### src/rtl/sync_fifo_lvl_if.sv
// Handshake bundle for sync_fifo_lvl: write side, read side, status and sticky errors.
interface sync_fifo_lvl_if #(
   parameter int DSIZE = 8,
   parameter int ASIZE = 4
);
   logic [DSIZE-1:0] wdata;
   logic             winc;
   logic             wfull;
   logic             walmost_full;
   logic             rinc;
   logic [DSIZE-1:0] rdata;
   logic             rempty;
   logic             ralmost_empty;
   logic [ASIZE:0]   level;
   logic             overflow;
   logic             underflow;

   modport master (
      output wdata, winc, rinc,
      input  wfull, walmost_full, rdata, rempty, ralmost_empty, level, overflow, underflow
   );

   modport slave (
      input  wdata, winc, rinc,
      output wfull, walmost_full, rdata, rempty, ralmost_empty, level, overflow, underflow
   );
endinterface

### src/rtl/sync_fifo_lvl.sv
// Single-clock FIFO with fill level, programmable almost flags, sticky errors and
// optional first-word-fall-through read.
module sync_fifo_lvl #(
   parameter int DSIZE     = 8,
   parameter int ASIZE     = 4,
   parameter int AFULL_TH  = 12,
   parameter int AEMPTY_TH = 4,
   parameter int FWFT      = 0
) (
   input  logic           clk,
   input  logic           rst_n,
   sync_fifo_lvl_if.slave fifo
);
   localparam int DEPTH = 1 << ASIZE;

   logic [DSIZE-1:0] mem [DEPTH];
   logic [ASIZE:0]   wptr;
   logic [ASIZE:0]   rptr;
   logic [ASIZE:0]   level_q;
   logic [ASIZE:0]   level_nxt;
   logic             wfull_q;
   logic             rempty_q;
   logic             walmost_full_q;
   logic             ralmost_empty_q;
   logic             overflow_q;
   logic             underflow_q;
   logic             push;
   logic             pop;

   // A write while full is only taken when a pop frees a slot on the same edge.
   always_comb begin
      pop       = fifo.rinc && !rempty_q;
      push      = fifo.winc && (!wfull_q || pop);
      level_nxt = level_q + (ASIZE+1)'(push) - (ASIZE+1)'(pop);
   end

   always_ff @(posedge clk) begin
      if (!rst_n) begin
         wptr            <= '0;
         rptr            <= '0;
         level_q         <= '0;
         wfull_q         <= 1'b0;
         rempty_q        <= 1'b1;
         walmost_full_q  <= 1'b0;
         ralmost_empty_q <= 1'b1;
         overflow_q      <= 1'b0;
         underflow_q     <= 1'b0;
      end else begin
         if (push) wptr <= wptr + 1'b1;
         if (pop)  rptr <= rptr + 1'b1;
         level_q         <= level_nxt;
         wfull_q         <= (level_nxt == (ASIZE+1)'(DEPTH));
         rempty_q        <= (level_nxt == '0);
         walmost_full_q  <= (level_nxt >= (ASIZE+1)'(AFULL_TH));
         ralmost_empty_q <= (level_nxt <= (ASIZE+1)'(AEMPTY_TH));
         if (fifo.winc && wfull_q && !pop) overflow_q  <= 1'b1;
         if (fifo.rinc && rempty_q)        underflow_q <= 1'b1;
      end
   end

   // Storage is not reset; rst_n only blocks the write on the reset edge.
   always_ff @(posedge clk) begin
      if (rst_n && push) mem[wptr[ASIZE-1:0]] <= fifo.wdata;
   end

   generate
      if (FWFT != 0) begin : g_fwft
         assign fifo.rdata = mem[rptr[ASIZE-1:0]];
      end else begin : g_std
         logic [DSIZE-1:0] rdata_q;
         always_ff @(posedge clk) begin
            if (!rst_n)   rdata_q <= '0;
            else if (pop) rdata_q <= mem[rptr[ASIZE-1:0]];
         end
         assign fifo.rdata = rdata_q;
      end
   endgenerate

   assign fifo.wfull         = wfull_q;
   assign fifo.rempty        = rempty_q;
   assign fifo.walmost_full  = walmost_full_q;
   assign fifo.ralmost_empty = ralmost_empty_q;
   assign fifo.level         = level_q;
   assign fifo.overflow      = overflow_q;
   assign fifo.underflow     = underflow_q;
endmodule

### src/flat_wrapper.sv
// flat-port wrapper written by rule: the top's interface ports become plain ports
module sync_fifo_lvl_flat 
#(
   parameter int DSIZE     = 8,
   parameter int ASIZE     = 4,
   parameter int AFULL_TH  = 12,
   parameter int AEMPTY_TH = 4,
   parameter int FWFT      = 0
)
  (clk, rst_n, fifo_wdata, fifo_winc, fifo_rinc, fifo_wfull, fifo_walmost_full, fifo_rdata, fifo_rempty, fifo_ralmost_empty, fifo_level, fifo_overflow, fifo_underflow);
  sync_fifo_lvl_if #(.DSIZE(DSIZE), .ASIZE(ASIZE)) fifo_i ();
  input  logic clk;
  input  logic rst_n;
  input wire logic [$bits(fifo_i.wdata)-1:0] fifo_wdata;
  input wire logic [$bits(fifo_i.winc)-1:0] fifo_winc;
  input wire logic [$bits(fifo_i.rinc)-1:0] fifo_rinc;
  output wire logic [$bits(fifo_i.wfull)-1:0] fifo_wfull;
  output wire logic [$bits(fifo_i.walmost_full)-1:0] fifo_walmost_full;
  output wire logic [$bits(fifo_i.rdata)-1:0] fifo_rdata;
  output wire logic [$bits(fifo_i.rempty)-1:0] fifo_rempty;
  output wire logic [$bits(fifo_i.ralmost_empty)-1:0] fifo_ralmost_empty;
  output wire logic [$bits(fifo_i.level)-1:0] fifo_level;
  output wire logic [$bits(fifo_i.overflow)-1:0] fifo_overflow;
  output wire logic [$bits(fifo_i.underflow)-1:0] fifo_underflow;
  assign fifo_i.wdata = fifo_wdata;
  assign fifo_i.winc = fifo_winc;
  assign fifo_i.rinc = fifo_rinc;
  assign fifo_wfull = fifo_i.wfull;
  assign fifo_walmost_full = fifo_i.walmost_full;
  assign fifo_rdata = fifo_i.rdata;
  assign fifo_rempty = fifo_i.rempty;
  assign fifo_ralmost_empty = fifo_i.ralmost_empty;
  assign fifo_level = fifo_i.level;
  assign fifo_overflow = fifo_i.overflow;
  assign fifo_underflow = fifo_i.underflow;
  sync_fifo_lvl #(.DSIZE(DSIZE), .ASIZE(ASIZE), .AFULL_TH(AFULL_TH), .AEMPTY_TH(AEMPTY_TH), .FWFT(FWFT)) u_core (.clk(clk), .rst_n(rst_n), .fifo(fifo_i));
endmodule
### config.mk
export PLATFORM = sky130hd
export DESIGN_NAME = sync_fifo_lvl_flat
export DESIGN_NICKNAME = d
export VERILOG_FILES = /design/src/rtl/sync_fifo_lvl_if.sv /design/src/rtl/sync_fifo_lvl.sv /design/src/flat_wrapper.sv
export SDC_FILE = /design/constraint.sdc
export NUM_CORES = 1
export LEC_CHECK = 0
export CAP_MARGIN = 20
export CORE_ASPECT_RATIO = 1.5
export CORE_MARGIN = 2
export CORE_UTILIZATION = 45
export DETAILED_ROUTE_END_ITERATION = 12
export GPL_TIMING_DRIVEN = 0
export PLACE_DENSITY = 0.59
export SLEW_MARGIN = 20
export SYNTH_ARGS = -nofsm -noshare
export SYNTH_HDL_FRONTEND = slang
export SYNTH_SLANG_ARGS = --single-unit
### constraint.sdc
create_clock -name clk -period 3.6 [get_ports clk]
set_clock_uncertainty 0.05 [all_clocks]
set_input_delay 0.72 -clock clk [delete_from_list [all_inputs] [get_ports clk]]
set_output_delay 0.72 -clock clk [all_outputs]
set_load 0.01 [all_outputs]
# After elaboration in Yosys (flattened, before gate mapping)
# Memory sizes are Yosys's and may differ from the RTL's. A register that Yosys moved wholly into a read port is not among the register bits.
# Index checks and enable logic that the tools add are counted.
# op_classes
n_addsub	4
magnitude_cmp	2
eq_ne	1
n_mux	2
n_reduce_logical	12
# ops
op	count
$add 5x1->5 const B	2
$logic_and 1x1->1	6
$add 5x1->5	1
$eq 5x5->1 const B	1
$ge 5x4->1 const B	1
$le 5x3->1 const B	1
$logic_not 5->1	1
$sub 5x1->5	1
$logic_not 1->1	4
$mux 1	2
$logic_or 1x1->1	1
# word_totals
reg_bits	21
ram_bits	128
out_inout_bits	19
wordCells	31
mem_count	1
# memory_table
memory	depth	word_bits	rd	rd_ports_with_merged_regs	wr	line_no	text
u_core.mem	16	8	1	1	1	sync_fifo_lvl.sv:16	logic [DSIZE-1:0] mem [DEPTH];

# Logic depth before layout (Yosys ltp)
# Gate-level depths: netlist (run 1).
# depth
depth_word	7
mapped_depth	11
mapped_depth_nobuf	10

# Worst setup path before layout (run 1)
# Ideal clock, no wire load.
# synth_timing
path_type	input to register
from	input fifo_rinc
to	register u_core.wfull_q, in the netlist u_core.fifo.wfull
arrival_ps	2662
t_required_ps	3477
slack_ps	816
cell_stages	11
n_path_buf	1
path_cell_list	nand2b_1 -> buf_6 -> inv_4 -> ha_1 -> inv_1 -> ha_1 -> fa_1 -> a21o_1 -> a21oi_2 -> mux2i_1 -> nor3b_2
# synth_between
elab_chain_cells	6
# synth_lines
item	line_no	text
from (decl)	flat_wrapper.sv:16	input wire logic [$bits(fifo_i.rinc)-1:0] fifo_rinc;
$logic_and 1x1->1 (*)	sync_fifo_lvl.sv:32	pop = fifo.rinc && !rempty_q;
via u_core.pop	sync_fifo_lvl.sv:28	logic pop;
$logic_or 1x1->1	sync_fifo_lvl.sv:33	push = fifo.winc && (!wfull_q || pop);
$logic_and 1x1->1	sync_fifo_lvl.sv:33	
$add 5x1->5	sync_fifo_lvl.sv:34	level_nxt = level_q + (ASIZE+1)'(push) - (ASIZE+1)'(pop);
$sub 5x1->5 (*)	sync_fifo_lvl.sv:34	
$eq 5x5->1 (*)	sync_fifo_lvl.sv:52	wfull_q <= (level_nxt == (ASIZE+1)'(DEPTH));
to (signal assigned)	sync_fifo_lvl.sv:52	
to (decl)	sync_fifo_lvl.sv:21	logic wfull_q;
# The timed path passes the listed nets; every way through them passes the cells marked *.
# A chain may end at the register's enable or synchronous reset.

# Worst setup path after layout (run 1)
# Same ends and word-level chain as after synthesis.

==> impl_metrics.ini, run 1 <==
[routing]
drcViolationCount = 0
drtAntennaViolNets = 0
drt_wl_total_um = 13100
met1_length_um = 5385
met3_length_um = 398
drt-initial-drc-count = 271
wire_per_inst_um = 20.96
highest_layer = met4
vias = 3362
via_per_inst = 5.379
first_pass_iters = 5
dr_wl_met2_um = 6970

[cells_and_area]
layout_common_cells = 128 x edfxtp_1, 66 x mux2i_1, 30 x a22oi_1, 30 x clkdlybuf4s50_1, 27 x dfxtp_1
drive_above_1_share = 0.1231
final_common_cell = edfxtp_1
final_core_utilization = 0.5411
n_antenna_cell = 0
area.growth.synth_to_final_pct = 16.99
final_nets = 473

[power_and_ir_drop]
power_mw = 4.583
seqPwrFrac = 0.455
clock_power_share = 0.368
p_comb_frac = 0.176
p_sw_frac = 0.2651
peakVddDrop_v = 0.0005932
powerDensity_mw_per_mm2 = 622.8
p_sw_mw = 1.215
leakage_nw = 2.401
power.internal_mw = 3.368

[worst_hold_path]
hp-start = u_core.fifo.rdata[7]
hold_path.class = reg -> reg

[die]
die_y_um = 148.8
num_io_pins = 31
core_mm2 = 0.01360
initial_core_util = 0.4626
dieWidth_um = 100.5
die_area_mm2 = 0.01496
rows = 52

[timing]
tightestPinTransition_ns = 0.8303
setup_viol = 0
setup_tns_ns = 0
rsz0062_at_grt = no
maxSlewViolCount = 0
fmax_mhz = 328.4
period_minus_slack_ns = 3.045
post-route-period-util = 0.8458
hold_viol_final = 0
slew_headroom = 0.4444

[yosys]
syn_area_mm2 = 0.006290
synth_fp_nets = 424
syn_inst = 401
async_flop_share = 0
synthFlopType = edfxtp_1
ys_seq_area_frac = 0.6970
synth_top_area_share = 0.6111
synth_cell_types = 41
synth_area_leaders = edfxtp_1 61%, mux2i_1 11%, dfxtp_1 8.6%
synth_top_cell_by_area = edfxtp_1
synth_edf_count = 128
yosys_warnings = 0
synth_seq_cells = 155
syn_avg_cell_area_um2 = 15.69

[worst_setup_path]
cp_slowest_cell = clkdlybuf4s50_1
worst_setup_path_start_kind = input port
criticalPathCategory = in -> reg
end_kind = register
cp.arrival_ns = 3.35
crit_buf_inv = 4
critPathRequiredTime_ns = 3.91
startpoint = fifo_rinc
crit_chain = clkdlybuf4s50_1 -> nand2b_1 -> buf_6 -> inv_4 -> ha_1 -> inv_1 -> ha_1 -> fa_1 -> a21o_1 -> a21oi_2 -> mux2i_1 -> nor3b_2
path_max_fanout = 7
crit_top_cell = ha_1
cpLargestDelayFamily = adder cells
crit-reg2reg-launch = u_core.fifo.rempty
cpPeakStageDelay_ns = 0.42

[placed_design]
gp_congestion = 0.8150
portBuffers = 30
hpwl_um = 8914

[clock_network]
numCtsBuffers = 17
clock-root-buffer = clkbuf_16
cts_setup_buffers = 0
cts.sinks = 155
clk_pin_slew_ns = 0.06
clk_latency_ns = 0.42
cts_max_level = 4
cts_resized = 0
cts_tree = built
ctsHoldBuffers = 0
cts_buffer_depth = 2

[global_routing]
gr-total-overflow = 0
grt.total_usage = 0.1910
antenna_found_initial = 0
grt_pass1_wl_um = 20110
grt_max_degree = 17
grt_pass1_vias = 3503

[run]
maxCapViolCount = 0

[run_status]
status = finished clean
worst paths after layout:
check / end / slack, ns / depth (start not counted)
max: u_core.fifo.wfull / 0.55 / 12
min: u_core.fifo.rdata[7] / 0.42 / 2
max reg2reg: u_core.fifo.wfull / 0.88 / 11
min reg2reg: u_core.fifo.rdata[7] / 0.42 / 2
synth_stat cells, types with 2 or more instances:
| master | number |
|---|---|
| a22oi_1 | 30 |
| and2_1 | 11 |
| xnor2_1 | 8 |
| nand2b_1 | 3 |
| nor3b_2 | 2 |
| clkbuf_1 | 2 |
| a21o_1 | 3 |
| nand4_1 | 3 |
| inv_1 | 11 |
| edfxtp_1 | 128 |
| a32oi_1 | 7 |
| dfxtp_1 | 27 |
| nor2_1 | 19 |
| xor2_1 | 2 |
| nand3_1 | 10 |
| buf_6 | 4 |
| ha_1 | 10 |
| nand2_1 | 20 |
| buf_2 | 2 |
| a21oi_1 | 2 |
| mux2i_1 | 66 |
| nand3b_1 | 2 |
| buf_4 | 8 |
| nor2b_1 | 4 |
cells by family after synthesis:
family                   share of synthesized area
multiplexers                                0.1050
AND/OR/NAND/NOR                            0.06167
flip-flops                                  0.6970
XOR/XNOR                                   0.01393
buffers and inverters                      0.03441
AO/OA/AOI/OAI                              0.06485
adder cells (fa/ha/maj)                    0.02308
power groups by stage:
stage	registers, mW	logic, mW	clock network (mW)
after global placement	2.12	0.804	0
after CTS	2.09	0.818	1.72
after floorplan	2.14	0.504	0
after global routing	2.10	0.884	1.80
after detailed placement	2.13	0.815	0
final	2.09	0.808	1.69
state kept, by name (all words and copies together) (netlist names):
register                   flops
u_core.mem                   128
u_core.fifo.walmost_full       1
u_core.fifo.ralmost_empty      1
u_core.fifo.wfull              1
u_core.fifo.underflow          1
u_core.fifo.level              5
u_core.fifo.overflow           1
u_core.fifo.rdata              8
u_core.rptr                    4
u_core.fifo.rempty             1
u_core.wptr                    4
cell type report:
cell class	instances	area (µm²)
fill	1101	6240
sequential	155	4384
multi-input combinational	214	1689
clock buffer	17	425.4
timing repair buffer	30	300.3
tap	162	202.7
buffer	20	168.9
clock inverter	15	140.1
inverter	12	47.55
metrics by stage:
stage	hold WS (ns)	setup slack [ns]	instances	cell area [µm²]
finish	0.4212	0.5550	625	7358
detailed placement	0.4048	0.09100	593	6793
CTS	0.4209	0.5328	625	7358
global route	0.4431	0.4168	625	7358
global placement	0.3989	0.1336	593	6793
floorplan	0.4318	0.8156	401	6290
metal layers:
metal / GRT usage / vias up
met1: 0.2241 / 1647
met5: 0 / -
met3: 0.04264 / 18
met2: 0.3346 / 75
li1: - / 1622
met4: 0.08082 / 0
tightest hold or removal path: stages, from the launching register on:
cell and delay (ns):
dfxtp_1 0.32, a32oi_1 0.06, nand2_1 0.06
Power figures use the tool's default switching activity.
==> run 2: changes to the inputs <==
--- a/config.mk
+++ b/config.mk
@@ -11,7 +11,7 @@
 export CORE_UTILIZATION = 45
 export DETAILED_ROUTE_END_ITERATION = 12
 export GPL_TIMING_DRIVEN = 0
-export PLACE_DENSITY = 0.59
+export PLACE_DENSITY = 0.62
 export SLEW_MARGIN = 20
 export SYNTH_ARGS = -nofsm -noshare
 export SYNTH_HDL_FRONTEND = slang
==> constraint.sdc (replaced) <==
create_clock -name clk -period 2.5 [get_ports clk]
set_clock_uncertainty 0.05 [all_clocks]
set_input_delay 0.5 -clock clk [delete_from_list [all_inputs] [get_ports clk]]
set_output_delay 0.5 -clock clk [all_outputs]
set_load 0.01 [all_outputs]
==> run 2 against run 1 <==
Against the previous run: clock power up 43%; global-route usage shrank 0.11 points; hold slack got worse by 0.00055 ns; critical endpoint is now u_core.mem[8][4]; highest routed layer unchanged.
==> impl_metrics.ini, run 2 (synthesized netlist as in run 1, its figures left out) <==
[run_status]
status = finished clean

[worst_setup_path]
timing.rr.end = u_core.fifo.walmost_full
criticalPathCategory = in -> reg
cpPeakStageDelay_ns = 0.66
path_depth = 4
cp.arrival_ns = 2.47
r2r_cells = 11
reg2reg_slack_ns = 0.16
critPathRequiredTime_ns = 2.49
crit_buf_inv = 2
path_max_fanout = 10
cp_slowest_cell = nor2_1
worst_setup_path_start_kind = input port
startpoint = rst_n
crit_chain = clkdlybuf4s50_1 -> clkbuf_1 -> nand3b_1 -> nor2_1
crit-reg2reg-launch = u_core.fifo.rempty
crit_end = u_core.mem[8][4]
end_kind = register
cpLargestDelayFamily = buffers and inverters

[placed_design]
portBuffers = 30
dp.cells = 593
place_area_mm2 = 0.006798
hpwl_um = 8873
gp_congestion = 0.7864
dp_slack_ns = -0.6473

[die]
initial_core_util = 0.4626
die_y_um = 148.8
dieWidth_um = 100.5
core_mm2 = 0.01360
num_io_pins = 31
rows = 52
die_area_mm2 = 0.01496

[cells_and_area]
layout_common_cells = 128 x edfxtp_1, 65 x mux2i_1, 30 x a22oi_1, 29 x clkdlybuf4s50_1, 26 x dfxtp_1
final_nets = 476
final_cells = 628
final_common_cell = edfxtp_1
final_core_utilization = 0.5458
regArea_mm2 = 0.004385
multi_input_area_mm2 = 0.001738
n_antenna_cell = 0
drive_above_1_share = 0.1459
largest_reg_flops = 128
num-fill-cells = 1115
stdcell_area_mm2 = 0.007422
area.growth.synth_to_final_pct = 18.00

[timing]
post-route-period-util = 0.9942
hold_viol_final = 0
setup_tns_ns = 0
period_minus_slack_ns = 2.485
maxSlewViolCount = 0
finalWorstSetupSlack_ns = 0.01462
fmax_mhz = 402.4
rsz0062_at_grt = yes
tightestPinTransition_ns = 0.8482
slew_headroom = 0.4324
setup_viol = 0

[routing]
drt-initial-drc-count = 152
drt_wl_total_um = 13290
first_pass_iters = 5
drtAntennaViolNets = 0
via_per_inst = 5.500
drcViolationCount = 0
wire_per_inst_um = 21.16
vias = 3454

[global_routing]
grt_max_degree = 17
grt_pass1_wl_um = 20330
grt_pass1_vias = 3646
gr-total-overflow = 0
antenna_found_initial = 0
grt.total_usage = 0.1899

[clock_network]
cts_tree = built
clk_pin_slew_ns = 0.06
clk_latency_ns = 0.41
cts_max_level = 4
cts_buffer_depth = 2
cts.sinks = 155
ctsHoldBuffers = 0
clock-root-buffer = clkbuf_16
numCtsBuffers = 17

[power_and_ir_drop]
leakage_nw = 2.411
peakVddDrop_v = 0.0006336
powerDensity_mw_per_mm2 = 899.1

[worst_hold_path]
hold_path.class = reg -> reg
holdPathStages = 2

[run]
maxCapViolCount = 0
run 2: cell count changes in the layout (fill, tap and decap cells not counted), sizes merged:
cell and change:
clkinv +4, clkdlybuf4s50 -1, buf +3, inv -5, clkbuf +1, dlygate4sd2 +1
bufinv +1, clkinvlp -1
run 2: worst min path at each step:
| stage | from | to | slack (ns) |
|---|---|---|---|
| 2_1_floorplan | u_core.fifo.rdata[6] | u_core.fifo.rdata[6] | 0.43 |
| 3_3_place_gp | u_core.fifo.rdata[7] | u_core.fifo.rdata[7] | 0.40 |
| 3_5_place_dp | u_core.fifo.overflow | u_core.fifo.overflow | 0.41 |
| 4_1_cts | u_core.fifo.rdata[3] | u_core.fifo.rdata[3] | 0.43 |
| 5_1_grt | u_core.fifo.rdata[6] | u_core.fifo.rdata[6] | 0.44 |
| 6_report | u_core.fifo.rdata[3] | u_core.fifo.rdata[3] | 0.42 |
run 2: final cells by class:
| cell class | count | area share |
|---|---|---|
| buffer | 19 | 0.02124 |
| clock buffer | 18 | 0.05782 |
| clock inverter | 14 | 0.01753 |
| inverter | 12 | 0.006743 |
| multi-input combinational | 214 | 0.2342 |
| sequential | 155 | 0.5909 |
| tap | 162 | 0.02731 |
| timing repair buffer | 34 | 0.04434 |
run 2: power by group:
group          internal [mW]  total, mW  switching (mW)
clock network           1.45       2.41           0.962
registers               2.93       3.01          0.0771
logic                  0.606       1.26           0.651
total                   4.98       6.67            1.69
run 2: stage by stage:
step / hold WS (ns) / total power [mW]
CTS: 0.4262 / 6.710
detailed placement: 0.4112 / 4.233
global route: 0.4440 / 6.966
global placement: 0.3994 / 4.207
floorplan: 0.4318 / 3.816
finish: 0.4207 / 6.673
run 2: per-layer routing:
layer / GRT usage / vias up / wire [µm]
met5: 0 / - / 0
met4: 0.07260 / 0 / 311
met3: 0.03608 / 19 / 380
met2: 0.3403 / 71 / 7293
met1: 0.2235 / 1742 / 5306
li1: - / 1622 / -
run 2: repair_timing:
item	CTS	global route
gates resized for setup	2	12
pin swaps	3	5
setup buffers	4	0
endpoints found under the setup margin	12	100
run 2: worst register-to-register path, cell delays in order (launching register included):
cell and delay (ns):
dfxtp_2 0.34, nand2b_4 0.15, inv_6 0.06, ha_4 0.25, inv_1 0.03, ha_2 0.19, fa_2 0.36, a21o_1 0.17
a21oi_2 0.19, mux2i_2 0.28, buf_4 0.15, a21o_1 0.07
